<file path="config.mk">
export PLATFORM = sky130hd
export DESIGN_NAME = mod_ud_counter_flat
export DESIGN_NICKNAME = d
export VERILOG_FILES = /design/src/rtl/mod_ud_counter_if.sv /design/src/rtl/mod_ud_counter.sv /design/src/flat_wrapper.sv
export SDC_FILE = /design/constraint.sdc
export NUM_CORES = 1
export LEC_CHECK = 0
export ABC_AREA = 1
export CAP_MARGIN = 20
export CORE_ASPECT_RATIO = 0.7
export CORE_UTILIZATION = 43
export DETAILED_ROUTE_END_ITERATION = 12
export GPL_TIMING_DRIVEN = 0
export PLACE_DENSITY = 0.77
export SLEW_MARGIN = 20
export SYNTH_ARGS = -nofsm -noshare
export SYNTH_HDL_FRONTEND = slang
export SYNTH_SLANG_ARGS = --single-unit
</file>
<file path="constraint.sdc">
create_clock -name c_clk -period 4.9 [get_ports c_clk]
set_input_delay 0.98 -clock c_clk [delete_from_list [all_inputs] [get_ports c_clk]]
set_output_delay 0.98 -clock c_clk [all_outputs]
set_load 0.02 [all_outputs]
</file>
<file path="src/rtl/mod_ud_counter_if.sv">
// Control and status bundle for the up/down counter.
// The master drives the requests and the slave (counter) returns the count and flags.
interface mod_ud_counter_if #(
  parameter int C_WIDTH = 10
);
  logic               clr;
  logic               load;
  logic [C_WIDTH-1:0] load_val;
  logic               en;
  logic               up;
  logic               sat;
  logic               ovf_clr;
  logic [C_WIDTH-1:0] c_out;
  logic               tc;
  logic               ovf;
  logic               zero;

  modport master (
    output clr, load, load_val, en, up, sat, ovf_clr,
    input  c_out, tc, ovf, zero
  );

  modport slave (
    input  clr, load, load_val, en, up, sat, ovf_clr,
    output c_out, tc, ovf, zero
  );
endinterface

</file>
<file path="src/rtl/mod_ud_counter.sv">
// Up/down counter over 0..C_MAX with wrap/saturate modes, terminal-count pulse and sticky overflow.
// One-cycle latency from request to registered count/flags; always ready, no backpressure.
module mod_ud_counter #(
  parameter int C_WIDTH = 10,
  parameter int C_MAX   = 1023
) (
  input  logic            c_clk,
  input  logic            c_reset_n,
  mod_ud_counter_if.slave cif
);

  localparam logic [C_WIDTH-1:0] MAX_V = C_WIDTH'(C_MAX);
  localparam logic [C_WIDTH-1:0] ONE_V = C_WIDTH'(1);

  logic [C_WIDTH-1:0] cnt_q, cnt_d;
  logic               tc_q, tc_d;
  logic               ovf_q, ovf_d;
  logic               at_max, at_min, bound;

  always_comb begin
    at_max = (cnt_q == MAX_V);
    at_min = (cnt_q == '0);
    bound  = cif.en && (cif.up ? at_max : at_min);
    cnt_d  = cnt_q;
    tc_d   = 1'b0;
    ovf_d  = ovf_q;

    // ovf_clr is applied first so a same-cycle bound event overrides it
    if (cif.ovf_clr) begin
      ovf_d = 1'b0;
    end

    if (cif.clr) begin
      cnt_d = '0;
      ovf_d = 1'b0;
    end else if (cif.load) begin
      cnt_d = (cif.load_val > MAX_V) ? MAX_V : cif.load_val;
    end else if (cif.en) begin
      if (bound) begin
        if (cif.up) begin
          cnt_d = cif.sat ? MAX_V : '0;
        end else begin
          cnt_d = cif.sat ? '0 : MAX_V;
        end
        tc_d  = 1'b1;
        ovf_d = 1'b1;
      end else begin
        cnt_d = cif.up ? (cnt_q + ONE_V) : (cnt_q - ONE_V);
      end
    end
  end

  always_ff @(posedge c_clk or negedge c_reset_n) begin
    if (!c_reset_n) begin
      cnt_q <= '0;
      tc_q  <= 1'b0;
      ovf_q <= 1'b0;
    end else begin
      cnt_q <= cnt_d;
      tc_q  <= tc_d;
      ovf_q <= ovf_d;
    end
  end

  assign cif.c_out = cnt_q;
  assign cif.tc    = tc_q;
  assign cif.ovf   = ovf_q;
  assign cif.zero  = (cnt_q == '0);

endmodule

</file>
<file path="src/flat_wrapper.sv">
// flat-port wrapper written by rule: the top's interface ports become plain ports
module mod_ud_counter_flat 
#(
  parameter int C_WIDTH = 10,
  parameter int C_MAX   = 1023
)
  (c_clk, c_reset_n, cif_clr, cif_load, cif_load_val, cif_en, cif_up, cif_sat, cif_ovf_clr, cif_c_out, cif_tc, cif_ovf, cif_zero);
  mod_ud_counter_if #(.C_WIDTH(C_WIDTH)) cif_i ();
  input  logic c_clk;
  input  logic c_reset_n;
  input wire logic [$bits(cif_i.clr)-1:0] cif_clr;
  input wire logic [$bits(cif_i.load)-1:0] cif_load;
  input wire logic [$bits(cif_i.load_val)-1:0] cif_load_val;
  input wire logic [$bits(cif_i.en)-1:0] cif_en;
  input wire logic [$bits(cif_i.up)-1:0] cif_up;
  input wire logic [$bits(cif_i.sat)-1:0] cif_sat;
  input wire logic [$bits(cif_i.ovf_clr)-1:0] cif_ovf_clr;
  output wire logic [$bits(cif_i.c_out)-1:0] cif_c_out;
  output wire logic [$bits(cif_i.tc)-1:0] cif_tc;
  output wire logic [$bits(cif_i.ovf)-1:0] cif_ovf;
  output wire logic [$bits(cif_i.zero)-1:0] cif_zero;
  assign cif_i.clr = cif_clr;
  assign cif_i.load = cif_load;
  assign cif_i.load_val = cif_load_val;
  assign cif_i.en = cif_en;
  assign cif_i.up = cif_up;
  assign cif_i.sat = cif_sat;
  assign cif_i.ovf_clr = cif_ovf_clr;
  assign cif_c_out = cif_i.c_out;
  assign cif_tc = cif_i.tc;
  assign cif_ovf = cif_i.ovf;
  assign cif_zero = cif_i.zero;
  mod_ud_counter #(.C_WIDTH(C_WIDTH), .C_MAX(C_MAX)) u_core (.c_clk(c_clk), .c_reset_n(c_reset_n), .cif(cif_i));
endmodule
</file>
==> flow_summary.json, run 1 <==
{
  "outcome": "finished clean",
  "post_synth_num_cell_types": 21,
  "fmax_ghz": 0.330,
  "tns_ps": 0,
  "drive_gt1_share_pct": 3.46,
  "path_clk_slew_ps": 50,
  "clock_path_buffers": 2,
  "tightest_slew_ps": 560,
  "grt_pass1_vias": 1104,
  "die_h_um": 46.2,
  "hold_viol": 0,
  "fin_ws_ps": 1870,
  "cp_common_cell": "nand2_1",
  "htreeDepth": 1,
  "dr.pass1.iters": 4,
  "final_core_util_pct": 62.0,
  "overflow": 0,
  "dieArea_mm2": 0.00301,
  "rrSetupSlack_ps": 3040,
  "ant_nets": 0,
  "finalMaxSlewViolations": 0,
  "track_usage_pct": 22.9,
  "holdPathStages": 2,
  "cts_buffers": 3,
  "worstSetupPathType": "input port to flip-flop",
  "total_power_mw": 0.410,
  "row_count": 15,
  "core_area_mm2": 0.00255,
  "die_x_um": 65.1,
  "crit_chain": "clkdlybuf4s50_1, inv_1, ha_1, a21oi_1, nor2_1, nor2_1, nand2_1, nand2_1, nand3_1, nand2_1, nand2_1, nand2_1, nand2_1",
  "fin_crit_ps": 3030,
  "synth_warnings": 0,
  "startpoint_type": "input port",
  "power.density_mw_per_mm2": 259,
  "clock_sinks": 12,
  "avgRoutedWirePerCell_um": 11.7,
  "grt_max_degree": 13,
  "drt-total-wl_um": 3100,
  "initial_utilization_pct": 47.0,
  "setup-violations-final": 0,
  "nets": 260,
  "maxCapViolations": 0,
  "drc_errors": 0,
  "num_io_pins": 31,
  "area_growth_pct": 32.0,
  "rsz0062_at_grt": "false",
  "place_ws_ps": 1650,
  "yosysSeqAreaShare_pct": 25.1,
  "dp_hpwl_um": 2390,
  "r2r_cells": 11,
  "cts_setup_buffers": 0,
  "crit_path_top_delay_cell": "clkdlybuf4s50_1",
  "vias_per_cell": 4.87,
  "num_vias": 1291,
  "synth_fp_nets": 225,
  "netlist_area_mm2": 0.00120,
  "ys_ff_latch": 12,
  "rr_endpoint": "u_core.cif.c_out[6]",
  "reg2reg_from": "u_core.cif.c_out[0]",
  "hold_ws_ps": 491,
  "critical_path_arrival_ps": 3160,
  "timing.final.crit_share_pct": 61.9,
  "place.gp.congestion": 0.890,
  "critical_path.max_stage_delay_ps": 580,
  "cts_tree": "yes",
  "leakagePower_nw": 0.859,
  "crit_fanout": 10,
  "min_to": "u_core.cif.ovf",
  "skew_ps": 1.70,
  "ir_drop_mv": 0.193,
  "root_buffer": "clkbuf_8",
  "min-delay-start": "u_core.cif.ovf",
  "clkLatencyLatePin_ps": 240,
  "relSlewSlack_pct": 62.5,
  "antennaDiodeCount": 0,
  "cts_hold_buf": 0,
  "first_iter_violations": 86,
  "netlist_instances": 198,
  "port_buffers": 30,
  "syn_area_per_cell_um2": 6.05,
  "end_kind": "flip-flop",
  "min_path_type": "flip-flop to flip-flop",
  "antenna_found_initial": 0,
  "cts_resized": 0,
  "grt_pass1_wl_um": 5090,
  "cp.required_ps": 5030
}
-- layout by cell type, fill, tap and decap left out --
| cell | count |
|---|---|
| nand2_1 | 81 |
| nor2_1 | 30 |
| clkdlybuf4s50_1 | 30 |
| inv_1 | 19 |
| nand3_1 | 17 |
| dfrtp_1 | 12 |
| ha_1 | 8 |
| o21ai_0 | 6 |
| a21o_1 | 5 |
| xnor2_1 | 3 |
| clkbuf_1 | 3 |
| a21oi_1 | 3 |
| clkbuf_8 | 3 |
| xor2_1 | 2 |
| o21ai_2 | 1 |
| nand2_2 | 1 |
| nand3_2 | 1 |
| buf_6 | 1 |
| nand4_2 | 1 |
| o21bai_1 | 1 |
| nor3_1 | 1 |
| nand4_1 | 1 |
| fa_1 | 1 |
-- final cells by class --
class | instances | area [µm²]
timing repair buffer | 30 | 300
buffer | 4 | 22.5
fill | 244 | 970
sequential | 12 | 300
tap | 34 | 42.5
multi-input combinational | 163 | 805
inverter | 19 | 71.3
clock buffer | 3 | 41.3
-- how the worst max path moves through the flow --
stage | from | end | depth (start not counted)
4_1_cts | cif_up | u_core.cif.c_out[7] | 13
5_1_grt | cif_up | u_core.cif.c_out[7] | 13
3_5_place_dp | cif_up | u_core.cif.c_out[7] | 13
3_3_place_gp | cif_up | u_core.cif.c_out[7] | 13
2_1_floorplan | cif_up | u_core.cif.c_out[7] | 12
6_report | cif_up | u_core.cif.c_out[7] | 13
-- worst max-delay path, delay by kind of cell --
family | cells | cell delay [ps]
compound gates | 1 | 300
fa+ha+maj | 1 | 400
simple gates | 9 | 630
buf+inv | 2 | 840
-- Yosys cell counts (all sizes together) --
master | instances | area share, %
a21o | 5 | 3.1
a21oi | 3 | 1.3
buf | 1 | 0.94
clkbuf | 3 | 0.94
dfrtp | 12 | 25
fa | 1 | 1.7
ha | 8 | 8.4
inv | 19 | 6.0
nand2 | 82 | 26
nand3 | 18 | 7.9
nand4 | 2 | 1.6
nor2 | 30 | 9.4
nor3 | 1 | 0.42
o21ai | 7 | 3.2
o21bai | 1 | 0.63
xnor2 | 3 | 2.2
xor2 | 2 | 1.5
-- flip-flops by register name (all words and copies together) (netlist names) --
name              cells
u_core.cif.ovf        1
u_core.cif.tc         1
u_core.cif.c_out     10
-- metrics by stage --
stage	area, µm²	std cells
after global routing	1580	265
after CTS	1580	265
after floorplan	1200	198
after global placement	1540	262
final	1580	265
after detailed placement	1540	262
-- report_power, final --
| part | internal, mW | switching (mW) |
|---|---|---|
| combinational | 0.0843 | 0.108 |
| sequential | 0.110 | 0.0174 |
| clock | 0.0542 | 0.0359 |
| total | 0.248 | 0.162 |
-- metal layers --
metal / global-route usage [%] / part of all wire (%)
met2: 34.2 / 40
met5: 0 / 0
met1: 34.9 / 52
met4: 1.30 / 0
met3: 5.20 / 7.7
-- logic make-up after synthesis --
logic type / synth area share, %
AOI/OAI and AO/OA: 8.25
adders and majority gates: 10.0
xor gates and xnor gates: 3.65
buffers and inverters: 7.83
DFF: 25.1
and+or+nand+nor: 45.2
Note: power is estimated with default switching activity, not from simulation.
==> run 2, diff against run 1 <==
==> constraint.sdc (replaced) <==
create_clock -name c_clk -period 2.8 [get_ports c_clk]
set_input_delay 0.56 -clock c_clk [delete_from_list [all_inputs] [get_ports c_clk]]
set_output_delay 0.56 -clock c_clk [all_outputs]
set_load 0.02 [all_outputs]
==> run 2 against run 1 <==
Compared with the run above:
- first-iteration DRC count is 1.2% higher
- critical path depth shrank 9
- register-to-register slack got worse by 2100 ps
- clock-buffer cell count is the same
- wire length hardly changed
- sequential cell count unchanged
- combinational power grew 77%
- sequential share of layout area decreased by 0.34 points
- worst hold slack about the same
- non-clock buffer count increased by 3
- cell count up 1.1%
==> flow_summary.json, run 2 (synthesis results as in run 1) <==
{
  "ir_drop_mv": 0.339,
  "cts_hold_buf": 0,
  "port_buffers": 30,
  "end_kind": "output port",
  "path_clk_slew_ps": 50,
  "dieArea_mm2": 0.00301,
  "cp_top_family": "buffers and inverters",
  "intPower_mw": 0.437,
  "crit_fanout": 8,
  "crit_chain": "nor2_1, nand3_1, nor2_1, clkdlybuf4s50_1",
  "layout_commonest_cell": "nand2_1",
  "cts_buffers": 3,
  "ant_nets": 0,
  "track_usage_pct": 22.9,
  "htreeDepth": 1,
  "dp_hpwl_um": 2390,
  "comb_power_share_pct": 47.2,
  "p_switching_mw": 0.284,
  "finalNonFillerCells": 268,
  "dr.pass1.iters": 4,
  "hold_ws_ps": 491,
  "rsz0062_at_grt": "false",
  "area_growth_pct": 34.4,
  "hold_viol": 0,
  "relSlewSlack_pct": 62.5,
  "clkLatencyLatePin_ps": 240,
  "skew_ps": 0.549,
  "antennaDiodeCount": 0,
  "critical_path_arrival_ps": 1700,
  "p_clk_share_pct": 22.0,
  "largest_reg_flops": 10,
  "setup-violations-final": 0,
  "die_x_um": 65.1,
  "vias_per_cell": 4.86,
  "grt_max_degree": 13,
  "maxCapViolations": 0,
  "cp_common_cell": "nor2_1",
  "drt-total-wl_um": 3100,
  "finalMaxSlewViolations": 0,
  "row_count": 15,
  "min_path_type": "flip-flop to flip-flop",
  "cp.required_ps": 2240,
  "clock_sinks": 12,
  "initial_utilization_pct": 47.0,
  "final_cell_mix": "81 x nand2_1, 30 x nor2_1, 29 x clkdlybuf4s50_1",
  "dpl_cell_area_mm2": 0.00154,
  "worstSetupPathType": "flip-flop to output port",
  "startpoint_type": "flip-flop",
  "drive_gt1_share_pct": 5.13,
  "avgRoutedWirePerCell_um": 11.6,
  "num_vias": 1302,
  "dp.cells": 262,
  "grt.busiest_layer": "met1",
  "critical_path.max_stage_delay_ps": 610,
  "first_iter_violations": 87,
  "switching_share_pct": 39.4,
  "core_area_mm2": 0.00255,
  "antenna_found_initial": 0,
  "num_io_pins": 31,
  "crit_path_top_delay_cell": "clkdlybuf4s50_1",
  "nets": 263,
  "p_seq_share_pct": 30.8,
  "place.gp.congestion": 0.890,
  "root_buffer": "clkbuf_8",
  "tightest_slew_ps": 561,
  "final_cell_area_mm2": 0.00161,
  "timing.final.crit_share_pct": 80.9,
  "fin_crit_ps": 2260,
  "grtUsageMet3_pct": 5.20,
  "grt_pass1_vias": 1104,
  "outcome": "finished clean",
  "die_h_um": 46.2,
  "power.density_mw_per_mm2": 447,
  "worst-path-buf-inv": 1,
  "clock_path_buffers": 2,
  "drc_errors": 0,
  "cts_tree": "yes",
  "total_power_mw": 0.721,
  "grt_pass1_wl_um": 5090,
  "overflow": 0,
  "leakagePower_nw": 0.878,
  "fmax_ghz": 0.442,
  "grt_util_met2_pct": 34.2,
  "use_met1_pct": 34.9
}
==> run 2: cell types whose count changed in the layout (fill, tap and decap cells not counted) <==
cell / delta
clkinvlp_4: +1
inv_1: -1
clkdlybuf4s50_1: -1
buf_4: +3
dlymetal6s2s_1: +1
==> run 2: layer usage <==
| metal | up-vias | wire length, µm |
|---|---|---|
| li1 | 697 | - |
| met1 | 561 | 1590 |
| met2 | 44 | 1250 |
| met3 | 0 | 257 |
| met4 | 0 | 0 |
| met5 | - | 0 |
==> run 2: timing repair <==
| action | in CTS | in global routing |
|---|---|---|
| resized for setup | 0 | 2 |
| setup endpoints to repair | 0 | 1 |
| setup buffers | 0 | 3 |
==> run 2: worst paths after layout <==
check                                    start             endpoint  slack [ps]  cells past startpoint
min                             u_core.cif.ovf       u_core.cif.ovf         490                      2
max in group asynchronous            c_reset_n  u_core.cif.c_out[3]        1750                      1
max reg2reg                u_core.cif.c_out[4]  u_core.cif.c_out[9]         950                     11
min in group asynchronous            c_reset_n  u_core.cif.c_out[6]         680                      1
max                        u_core.cif.c_out[0]             cif_zero         540                      4
min reg2reg                     u_core.cif.ovf       u_core.cif.ovf         490                      2
==> run 2: area by class of cell <==
cell class	instances	area, µm²
Buffer	4	22.5
Clock buffer	3	41.3
Fill cell	240	941
Inverter	19	75.1
Multi-Input combinational cell	163	805
Sequential cell	12	300
Tap cell	34	42.5
Timing Repair Buffer	33	325
==> run 2: power groups by stage <==
stage          Sequential, mW  Clock, mW  Combinational, mW
2_1_floorplan           0.239          0              0.204
4_1_cts                 0.223      0.157              0.336
3_5_place_dp            0.226          0              0.334
5_1_grt                 0.226      0.167              0.383
6_report                0.222      0.159              0.340
3_3_place_gp            0.226          0              0.330
==> run 2: worst register-to-register path: cells and delay by family (launching register included) <==
family / cells / cell delay, ps
AO/OA/AOI/OAI: 1 / 300
adder cells (fa/ha/maj): 1 / 370
flip-flops: 1 / 430
AND/OR/NAND/NOR: 9 / 640
==> run 2: metrics by stage <==
step                      util (%)  TNS, ps  setup WS [ps]
after floorplan                  -        0            834
after global placement        60.4    -3.94          -2.82
after detailed placement      60.4    -44.6          -26.4
after CTS                     62.0        0            218
after global routing          63.1        0            382
final                         63.1        0            536
==> run 3, diff against run 2 <==
==> constraint.sdc (replaced) <==
create_clock -name c_clk -period 2.3 [get_ports c_clk]
set_input_delay 0.46 -clock c_clk [delete_from_list [all_inputs] [get_ports c_clk]]
set_output_delay 0.46 -clock c_clk [all_outputs]
set_load 0.02 [all_outputs]
==> run 3 against run 2 <==
Compared with the run above:
- core utilization up 0.20 points
- worst hold slack worse by 0.53 ps
- wire length up 1.8%
- largest power group unchanged
- clock-buffer cell count unchanged
- critical path depth unchanged
- cell count up 0.75%
- design area up 0.31%
- via count up 1.2%
==> flow_summary.json, run 3 (synthesis results as in run 1) <==
{
  "hold_viol": 0,
  "maxCapViolations": 0,
  "dieArea_mm2": 0.00301,
  "min_to": "u_core.cif.ovf",
  "ir_drop_mv": 0.411,
  "htreeDepth": 1,
  "core_area_mm2": 0.00255,
  "fin_ws_ps": 139,
  "startpoint_type": "flip-flop",
  "intPower_mw": 0.533,
  "initial_utilization_pct": 47.0,
  "rrSetupSlack_ps": 430,
  "grt_pass1_vias": 1118,
  "drive_gt1_share_pct": 6.36,
  "setup-violations-final": 0,
  "end_kind": "output port",
  "crit_fanout": 8,
  "p_seq_share_pct": 30.7,
  "root_buffer": "clkbuf_8",
  "grt_max_degree": 13,
  "antenna_found_initial": 0,
  "finalMaxSlewViolations": 0,
  "die_x_um": 65.1,
  "dr.pass1.iters": 5,
  "dp.cells": 262,
  "cts_hold_buf": 0,
  "path_clk_slew_ps": 50,
  "clock_sinks": 12,
  "grt_pass1_wl_um": 5150,
  "nets": 265,
  "avgRoutedWirePerCell_um": 11.7,
  "tns_ps": 0,
  "skew_ps": 1.76,
  "worstSetupPathType": "flip-flop to output port",
  "outcome": "finished clean",
  "overflow": 0,
  "fill_cells": 239,
  "drt-total-wl_um": 3150,
  "critical_path_arrival_ps": 1700,
  "p_switching_mw": 0.346,
  "rr_endpoint": "u_core.cif.c_out[6]",
  "final_cell_mix": "81 x nand2_1, 30 x nor2_1, 29 x clkdlybuf4s50_1",
  "cts_tree": "yes",
  "place.gp.congestion": 0.890,
  "power.density_mw_per_mm2": 544,
  "leakagePower_nw": 0.878,
  "cp.required_ps": 1840,
  "clkLatencyLatePin_ps": 240,
  "row_count": 15,
  "tightest_slew_ps": 566,
  "min_path_type": "flip-flop to flip-flop",
  "rsz0062_at_grt": "false",
  "die_h_um": 46.2,
  "p_clk_share_pct": 21.8,
  "num_io_pins": 31,
  "fmax_ghz": 0.463,
  "antennaDiodeCount": 0,
  "holdPathStages": 2,
  "cts_buffers": 3,
  "layout_commonest_cell": "nand2_1",
  "reg2reg_from": "u_core.cif.c_out[0]",
  "comb_power_share_pct": 47.4,
  "clock_path_buffers": 2,
  "min-delay-start": "u_core.cif.ovf",
  "timing.final.crit_share_pct": 93.9,
  "vias_per_cell": 4.88,
  "first_iter_violations": 102,
  "drc_errors": 0,
  "place_ws_ps": -426,
  "largest_reg_flops": 10,
  "dp_hpwl_um": 2390,
  "num_vias": 1317,
  "ant_nets": 0,
  "r2r_cells": 11,
  "relSlewSlack_pct": 62.2,
  "fin_crit_ps": 2160,
  "track_usage_pct": 23.2,
  "port_buffers": 30,
  "area_growth_pct": 34.9,
  "finalNonFillerCells": 270,
  "switching_share_pct": 39.4,
  "hold_ws_ps": 490
}
==> run 3: layout make-up <==
cell class | instances | area, µm² | area share (%)
plain buffers | 4 | 22.5 | 1.39
clock buffers | 3 | 41.3 | 2.55
inverters | 19 | 75.1 | 4.64
multi-input cells | 163 | 805 | 49.8
flip-flops and latches | 12 | 300 | 18.6
well taps | 34 | 42.5 | 2.63
repair buffers | 35 | 330 | 20.4
==> run 3: worst max-delay path by stage <==
stage	start	to	slack (ps)
floorplan	cif_up	u_core.cif.c_out[7]	430
CTS	cif_up	u_core.cif.c_out[6]	60
finish	u_core.cif.c_out[0]	cif_zero	140
detailed placement	cif_up	u_core.cif.c_out[7]	-430
global placement	cif_up	u_core.cif.c_out[7]	-400
global route	u_core.cif.c_out[0]	cif_zero	30
==> run 3: layer usage <==
metal | share of wire, % | track usage (%)
met5 | 0 | 0
met4 | 0 | 1.30
met3 | 6.6 | 5.20
met2 | 40 | 34.6
met1 | 53 | 35.4
==> run 3: repair_timing <==
| action | in CTS | in global routing |
|---|---|---|
| resized for setup | 2 | 2 |
| endpoints found under the setup margin | 7 | 5 |
| buffers inserted | 5 | 0 |
==> run 3: critical path: stages (launching register included) <==
cell             delay (ps)
dfrtp_1                 480
nor2_1                  120
nand3_1                 110
nor2_1                  130
clkdlybuf4s50_1         610
==> run 3: power groups by stage <==
stage | clock (mW) | combinational (mW) | sequential [mW]
finish | 0.192 | 0.417 | 0.270
global route | 0.203 | 0.468 | 0.276
CTS | 0.191 | 0.415 | 0.271
detailed placement | 0 | 0.406 | 0.275
global placement | 0 | 0.402 | 0.275
floorplan | 0 | 0.248 | 0.291
==> run 3: metrics by stage <==
stage          instance area [µm²]  total power, mW  util (%)
3_5_place_dp                  1540            0.681      60.4
5_1_grt                       1620            0.947      63.3
4_1_cts                       1620            0.878      63.5
3_3_place_gp                  1540            0.677      60.4
6_report                      1620            0.879      63.3
2_1_floorplan                 1200            0.539         -
